File: src/rtl/pkt_addr_router.sv
// pkt_addr_router: routes address-tagged packets to four FIFOs; define PKT_ROUTER_STATS_EN for drop_cnt
module pkt_addr_router #(
    parameter int W_WIDTH = 8,
    parameter logic [W_WIDTH-1:0] BCAST_ADDR = 8'hFF
) (
    input  logic                 clk,
    input  logic                 rst_n,
    input  logic                 in_valid,
    input  logic [W_WIDTH-1:0]   in_data,
    output logic                 in_ready,
    input  logic [4*W_WIDTH-1:0] cfg_addr,
    input  logic [3:0]           fifo_full,
    output logic [3:0]           fifo_wr_en,
    output logic [W_WIDTH-1:0]   fifo_data
`ifdef PKT_ROUTER_STATS_EN
    ,
    output logic [15:0]          drop_cnt
`endif
);
    typedef enum logic [1:0] {IDLE, LEN, PAYLOAD} state_t;
    state_t state, next_state;
    logic [3:0] mask, match, res_mask, cur_mask;
    logic [W_WIDTH-1:0] cnt;
    logic xfer;
    for (genvar i = 0; i < 4; i++) begin : g_match
        assign match[i] = cfg_addr[i*W_WIDTH +: W_WIDTH] == in_data;
    end
    always_ff @(posedge clk) begin
        if (!rst_n) begin
            state <= IDLE;
            mask  <= '0;
            cnt   <= '0;
        end else begin
            state <= next_state;
            if (xfer && state == IDLE)
                mask <= res_mask;
            if (xfer && state == LEN)
                cnt <= in_data;
            else if (xfer && state == PAYLOAD)
                cnt <= cnt - W_WIDTH'(1);
        end
    end
    always_comb begin
        next_state = !xfer ? state :
                     state == IDLE ? LEN :
                     state == LEN ? (in_data == '0 ? IDLE : PAYLOAD) :
                     cnt == W_WIDTH'(1) ? IDLE : PAYLOAD;
    end
    // match & ~(match-1) keeps only the lowest matching port
    always_comb begin
        res_mask   = in_data == BCAST_ADDR ? 4'hF : match & ~(match - 4'd1);
        cur_mask   = state == IDLE ? res_mask : mask;
        in_ready   = rst_n && (cur_mask & fifo_full) == 4'b0;
        xfer       = in_valid && in_ready;
        fifo_wr_en = cur_mask & {4{xfer}};
        fifo_data  = in_data;
    end
`ifdef PKT_ROUTER_STATS_EN
    always_ff @(posedge clk) begin
        if (!rst_n)
            drop_cnt <= '0;
        else if (xfer && state == IDLE && res_mask == 4'b0 && drop_cnt != 16'hFFFF)
            drop_cnt <= drop_cnt + 16'd1;
    end
`endif
endmodule

File: config.mk
export PLATFORM = sky130hd
export DESIGN_NAME = pkt_addr_router
export DESIGN_NICKNAME = d
export VERILOG_FILES = /design/src/rtl/pkt_addr_router.sv
export SDC_FILE = /design/constraint.sdc
export NUM_CORES = 1
export LEC_CHECK = 0
export CAP_MARGIN = 40
export CORE_MARGIN = 2
export CORE_UTILIZATION = 47
export DETAILED_ROUTE_END_ITERATION = 7
export PLACE_DENSITY = 0.83
export SLEW_MARGIN = 20
export SYNTH_ARGS = -nofsm -noshare
export SYNTH_HDL_FRONTEND = slang
export SYNTH_SLANG_ARGS = --single-unit
File: constraint.sdc
create_clock -name clk -period 4.5 [get_ports clk]
set_clock_uncertainty 0.05 [all_clocks]
set_input_delay 0.9 -clock clk [delete_from_list [all_inputs] [get_ports clk]]
set_output_delay 0.9 -clock clk [all_outputs]
set_load 0.02 [all_outputs]
Word level (Yosys, flattened, before mapping)

Index checks and enable logic that the tools add are counted.

Latch bits: 0
Word-level logic and storage cells: 34
Memory bits (read-only): 0
Memories: 0
Memory bits (writable): 0
Register bits after elaboration: 14
Output and inout bits: 13
Input bits: 47

Mux-type cells: 8
Reduce and logical (&&, ||, !) cells: 9
Magnitude comparators: 0
Divide/modulo/power cells: 0
$add $sub $neg: 2
Multipliers: 0
Equal/unequal tests: 8
Shifts and indexed selects: 0
Bitwise logic cells: 4

Operator list:

| kind                  | number |
|---|---|
| $eq A8 B8 Y1          | 4 |
| $mux W8               | 2 |
| $and A4 B4 Y4         | 3 |
| $eq A8 B1 Y1 const B  | 1 |
| $eq A8 B8 Y1 const B  | 1 |
| $logic_not A8 Y1      | 1 |
| $mux W2               | 4 |
| $mux W4               | 2 |
| $sub A8 B1 Y8 const B | 1 |
| $logic_and A1 B1 Y1   | 5 |
| $logic_not A4 Y1      | 1 |
| $not A4 Y4            | 1 |
| $sub A4 B1 Y4 const B | 1 |
| $eq A2 B1 Y1 const B  | 1 |
| $eq A2 B2 Y1 const B  | 1 |
| $logic_not A2 Y1      | 1 |
| $reduce_bool A2 Y1    | 1 |

Logic depth before layout (Yosys ltp)

Gate-level depths: netlist of the first run.

Word-level depth: 13
Gate-level depth with buffers: 11
Gate-level depth less buffers: 8

Worst setup path before layout of the first run

OpenSTA, ideal clock, no wires.

Path kind: input to output
Start: in in_data[2]
End: out fifo_wr_en[0]
Setup slack: 0.636 ns
Path buffers: 1
Stages: 8
Data required time: 3.550 ns
Arrival: 2.914 ns
Cells stage by stage: buf_2 -> xnor2_1 -> nand4_1 -> nor2_4 -> o21ai_0 -> a221oi_2 -> nor3b_1 -> and3_1

Word-level cells in the longest chain between the ends: 11
Elaborated cells on any way between the ends: 15
Classes of those cells: add/sub (1); eq/ne (5); mux (2); bitwise (4); reduce/logical (3)

Ends and longest elaborated chain:

| what                    | line | source |
|---|---|---|
| start, declared         | 9    | `input logic [W_WIDTH-1:0] in_data,` |
| $eq A8 B8 Y1            | 26   | `assign match[i] = cfg_addr[i*W_WIDTH +: W_WIDTH] == in_data;` |
| $sub A4 B1 Y4           | 51   | `res_mask = in_data == BCAST_ADDR ? 4'hF : match & ~(match - 4'd1);` |
| $not A4 Y4              | 51   |  |
| $and A4 B4 Y4           | 51   |  |
| $mux W4 (*)             | 51   |  |
| $mux W4 (*)             | 52   | `cur_mask = state == IDLE ? res_mask : mask;` |
| $and A4 B4 Y4 (*)       | 53   | `in_ready = rst_n && (cur_mask & fifo_full) == 4'b0;` |
| $logic_not A4 Y1 (*)    | 53   |  |
| $logic_and A1 B1 Y1 (*) | 53   |  |
| via in_ready            | 10   | `output logic in_ready,` |
| $logic_and A1 B1 Y1 (*) | 54   | `xfer = in_valid && in_ready;` |
| $and A4 B4 Y4 (*)       | 55   | `fifo_wr_en = cur_mask & {4{xfer}};` |
| end, declared           | 13   | `output logic [3:0] fifo_wr_en,` |

Mark *: on every way through the listed nets, which the timed path passes. The rest lies on a longest branch.

Worst setup path in the final report of the first run

Start: in in_data[6]
End: out fifo_wr_en[3]

Word-level cells in the longest chain between the ends: 11
Elaborated cells on any way between the ends: 15
Classes of those cells: add/sub (1); eq/ne (5); mux (2); bitwise (4); reduce/logical (3)

Ends and longest elaborated chain:

| what                | line |
|---|---|
| $eq A8 B8 Y1        | 26 |
| $sub A4 B1 Y4       | 51 |
| $not A4 Y4          | 51 |
| $and A4 B4 Y4       | 51 |
| $mux W4 (*)         | 51 |
| $mux W4 (*)         | 52 |
| $and A4 B4 Y4       | 53 |
| $logic_not A4 Y1    | 53 |
| $logic_and A1 B1 Y1 | 53 |
| $logic_and A1 B1 Y1 | 54 |
| $and A4 B4 Y4 (*)   | 55 |

Mark *: on every way between the ends. The rest lies on a longest branch, timed or not.

==> results of run 1 <==
[kinds of logic after synthesis]
kind of cell    Yosys count
xor+xnor                 32
flops                    14
buf+inv                  27
mux                       1
simple gates             60
compound gates           52
fa+ha+maj                 2
[worst min-delay path: stages (launching register included)]
cell	delay [ps]
dfxtp_1	310
o21ai_0	70
a21oi_1	60
[stage by stage]
| step | util [%] | TNS (ps) | power (mW) |
|---|---|---|---|
| final | 70.58 | 0 | 0.4536 |
| after global routing | 70.58 | 0 | 0.4802 |
| after CTS | 70.17 | 0 | 0.4549 |
| after detailed placement | 68.93 | -317.5 | 0.3616 |
| after global placement | 68.93 | -1.048 | 0.3582 |
| after floorplan | - | 0 | 0.2822 |
[power groups by stage]
stage | clock (mW) | combinational [mW] | sequential, mW
after floorplan | 0 | 0.140 | 0.142
after global placement | 0 | 0.212 | 0.146
after detailed placement | 0 | 0.215 | 0.146
after CTS | 0.0954 | 0.216 | 0.143
after global routing | 0.0992 | 0.236 | 0.145
final | 0.0937 | 0.216 | 0.144
[worst max path at each step]
| stage | start | endpoint | slack (ps) | depth (start not counted) |
|---|---|---|---|---|
| after floorplan | in_data[2] | fifo_wr_en[0] | 640 | 8 |
| after global placement | in_data[5] | fifo_wr_en[0] | -1 | 10 |
| after detailed placement | in_data[6] | fifo_wr_en[3] | -70 | 10 |
| after CTS | in_data[4] | fifo_wr_en[0] | 20 | 9 |
| after global routing | in_data[6] | fifo_wr_en[2] | 30 | 10 |
| final | in_data[6] | fifo_wr_en[3] | 200 | 10 |
[registers in the layout, summed over array words and instances, names as in the netlist]
name	count
cnt	8
mask	4
state	2
[metal layers]
layer | routed length [um] | vias up | GRT usage (%) | share of wire, %
met4 | 82 | 0 | 8.254 | 2.0
met5 | 0 | - | 0 | 0
met2 | 2052 | 42 | 43.01 | 50
met1 | 1842 | 695 | 29.04 | 45
li1 | - | 783 | - | -
met3 | 153 | 13 | 4.904 | 3.7
[cell usage after synthesis, drive strengths merged (5+ instances only)]
cell type	number
nor2	14
dfxtp	14
xor2	16
buf	19
xnor2	16
a21oi	11
o31ai	5
o21ai	9
nand2	6
or3	6
nand4	7
o211a	6
[layout make-up]
class                           instances  area share (%)
Multi-Input combinational cell        147           49.59
Clock buffer                            4           1.698
Timing Repair Buffer                   72           32.32
Sequential cell                        14           13.11
Inverter                                4          0.7026
Tap cell                               44           2.576
[what timing repair did]
| action | 4_1_cts | 5_1_grt |
|---|---|---|
| pin swaps | 0 | 1 |
| hold buffers | 0 | 0 |
| resized for setup | 5 | 4 |
| setup endpoints to repair | 5 | 2 |
==> summary.md, run 1 <==
| Metric | Value |
|---|---|
| H-Tree Depth | `1` |
| Adder-cell share of the synthesized area | `1.675%` |
| Maximum count of clock buffers along a single path | `2` |
| Per-cell via count in the routed design | `5.379` |
| Critical path start-end classification | `in -> out` |
| Top-area cell type share of the netlist area | `18.76%` |
| Largest net degree at the start of global routing | `25` |
| Post-DP HPWL | `3382 um` |
| Commonest cells after routing, fill and taps aside | `clkdlybuf4s50_1 (52), xnor2_1 (16), xor2_1 (16), dfxtp_1 (14), buf_4 (13)` |
| Pins Over Slew Limit | `0` |
| Slew of the pin with the lowest slew margin | `818.5 ps` |
| Die Area | `0.003646 mm^2` |
| Share of synthesized flip-flops with an asynchronous set or reset | `0%` |
| Routed via count | `1533` |
| DP Area | `0.002087 mm^2` |
| Worst min-delay path startpoint | `cnt[3]` |
| Average size of a mapped cell | `7.946 um^2` |
| Total Routing Usage GR | `24.23%` |
| 1st-pass router iterations | `4` |
| Proportion of synthesized chip area in sequential cells | `18.76%` |
| Master cell of the clock root buffer | `clkbuf_4` |
| Cell variety after synth | `47` |
| Smallest setup slack after layout | `196.6 ps` |
| Status | `complete, no violations` |
| Max-slew headroom at the worst pin | `45.32%` |
| Final global-route overflow total | `0` |
| Area taken by multi-input logic gates | `0.001060 mm^2` |
| Power per standard cell area | `212.2 mW/mm^2` |
| Clock Power Share | `20.7%` |
| CP Launch Type | `input port` |
| Top cells by area, synth | `dfxtp_1 (19%), xnor2_1 (9.4%), xor2_1 (9.4%)` |
| Num rows | `20` |
| Worst R2R Setup Slack | `1820 ps` |
| Wire length of the first global-routing pass | `6658 um` |
| Final Instance Area | `0.002137 mm^2` |
| Routed WL per cell | `14.50 um` |
| Biggest cell delay along the critical path | `520 ps` |
| Min-Delay Path Depth | `2` |
| Worst path arrival time | `3350 ps` |
| Instance count of the mapped netlist | `188` |
| Cells along the critical path | `clkdlybuf4s50_1 -> buf_4 -> xor2_1 -> nor4_2 -> o211ai_1 -> o31ai_1 -> o211a_1 -> nand4bb_1 -> nor2_1 -> dlygate4sd2_1` |
| Internal Power | `0.2934 mW` |
| LEAKAGE | `0.8731 nW` |
| Main combinational cell family by area after synthesis | `compound AO/OA/AOI/OAI gates` |
| Final cycle utilization of the critical path | `95.63%` |
| Area of the core region | `0.003028 mm^2` |
| Multiplexer share of the synthesized area | `0.6700%` |
| Sum of buffers and inverters on the critical path | `3` |
| Count of input and output buffers | `59` |
| Detailed Route Iter0 Violations | `68` |
| Hold violation count in the final report | `0` |
| Unrepaired setup endpoints after global routing | `no` |
| Count of antenna-violating nets left after detailed routing | `0` |
| Layout cell share with drive strength beyond 1 | `11.20%` |
| Length in cells of the worst reg-to-reg path | `8` |
| Antenna violations before repair | `0` |
| Non-filler instance count after layout | `285` |
| Reported max-cap violation count | `0` |
| Layout overhead on the synthesized area | `43.05%` |
| Total of fill cells in the finished design | `260` |
| Slowest cell on the critical path | `clkdlybuf4s50_1` |
| Xor/xnor share of the synthesized area | `18.76%` |
| Post-Syn Nets | `237` |
| Cell type contributing the most total cell area after synthesis | `dfxtp_1` |
| Clk sinks | `14` |
| Max Freq | `232.4 MHz` |
| Nets | `291` |
| Total number of yosys warnings | `0` |
| Complex-gate fraction of the synthesized area | `24.79%` |
| Die width | `60.38 um` |
| Number of flops mapped to enable cells by yosys | `0` |
| Vertical die dimension | `60.38 um` |
| Switching power | `0.1602 mW` |
| Antenna cells | `0` |
| Residual DRC | `0` |
| Area occupied by registers | `280.3 um^2` |
| Post-Syn Area | `0.001494 mm^2` |
| Switching share of total power | `35.32%` |
| Gpl congestion | `0.9028` |
| TritonCTS Buffers | `3` |
| Synth Register Bits | `14` |
| Vias in the first global route | `1450` |
| Portion of total power attributed to combinational logic | `47.7%` |
| Worst IR drop on VDD | `0.1593 mV` |
| Startpoint of the worst-slack reg-to-reg timing path | `state[1]` |
| Hold slack | `435.7 ps` |
| Setup violations, final | `0` |
| Type of destination of the critical path | `output port` |
| Most common library cell in the layout ignoring fill and taps | `clkdlybuf4s50_1` |
| Total routed wirelength | `4132 um` |
| Clock-pin transition on the worst setup and hold timing paths | `80 ps` |
| Boundary pin count | `60` |
| Class of the worst hold path | `reg -> reg` |
| Placement Setup Slack | `-72.08 ps` |
| Post-Place Cells | `281` |
| Sequential share of power | `31.7%` |
| Highest net fanout along the worst path | `4` |
| WP data required | `3550 ps` |
| Starting Density | `49.34%` |
| TritonCTS clock tree | `built` |
| Number of setup buffers added after CTS | `0` |
| Capture endpoint of the worst hold path | `cnt[3]` |
| Synthesized-area fraction occupied by and/or/nand/nor cells | `24.29%` |
| Capturing point of the worst reg2reg path | `mask[0]` |
| Primary flip-flop cell chosen by synthesis mapping | `dfxtp_1` |
| Clock network latency to the later pin of the worst-skew pair | `290 ps` |
| Final critical delay including setup and external delays | `4303 ps` |
| Dominant delay contributor by cell family on the critical path | `buffers and inverters` |
(Power assumes the default switching activity.)
==> inputs of run 2 (changes only) <==
- ABC_CLOCK_PERIOD_IN_PS: unset -> 4500
==> results of run 2 <==
Final layout, timing and power as in run 1 (identical DEF).
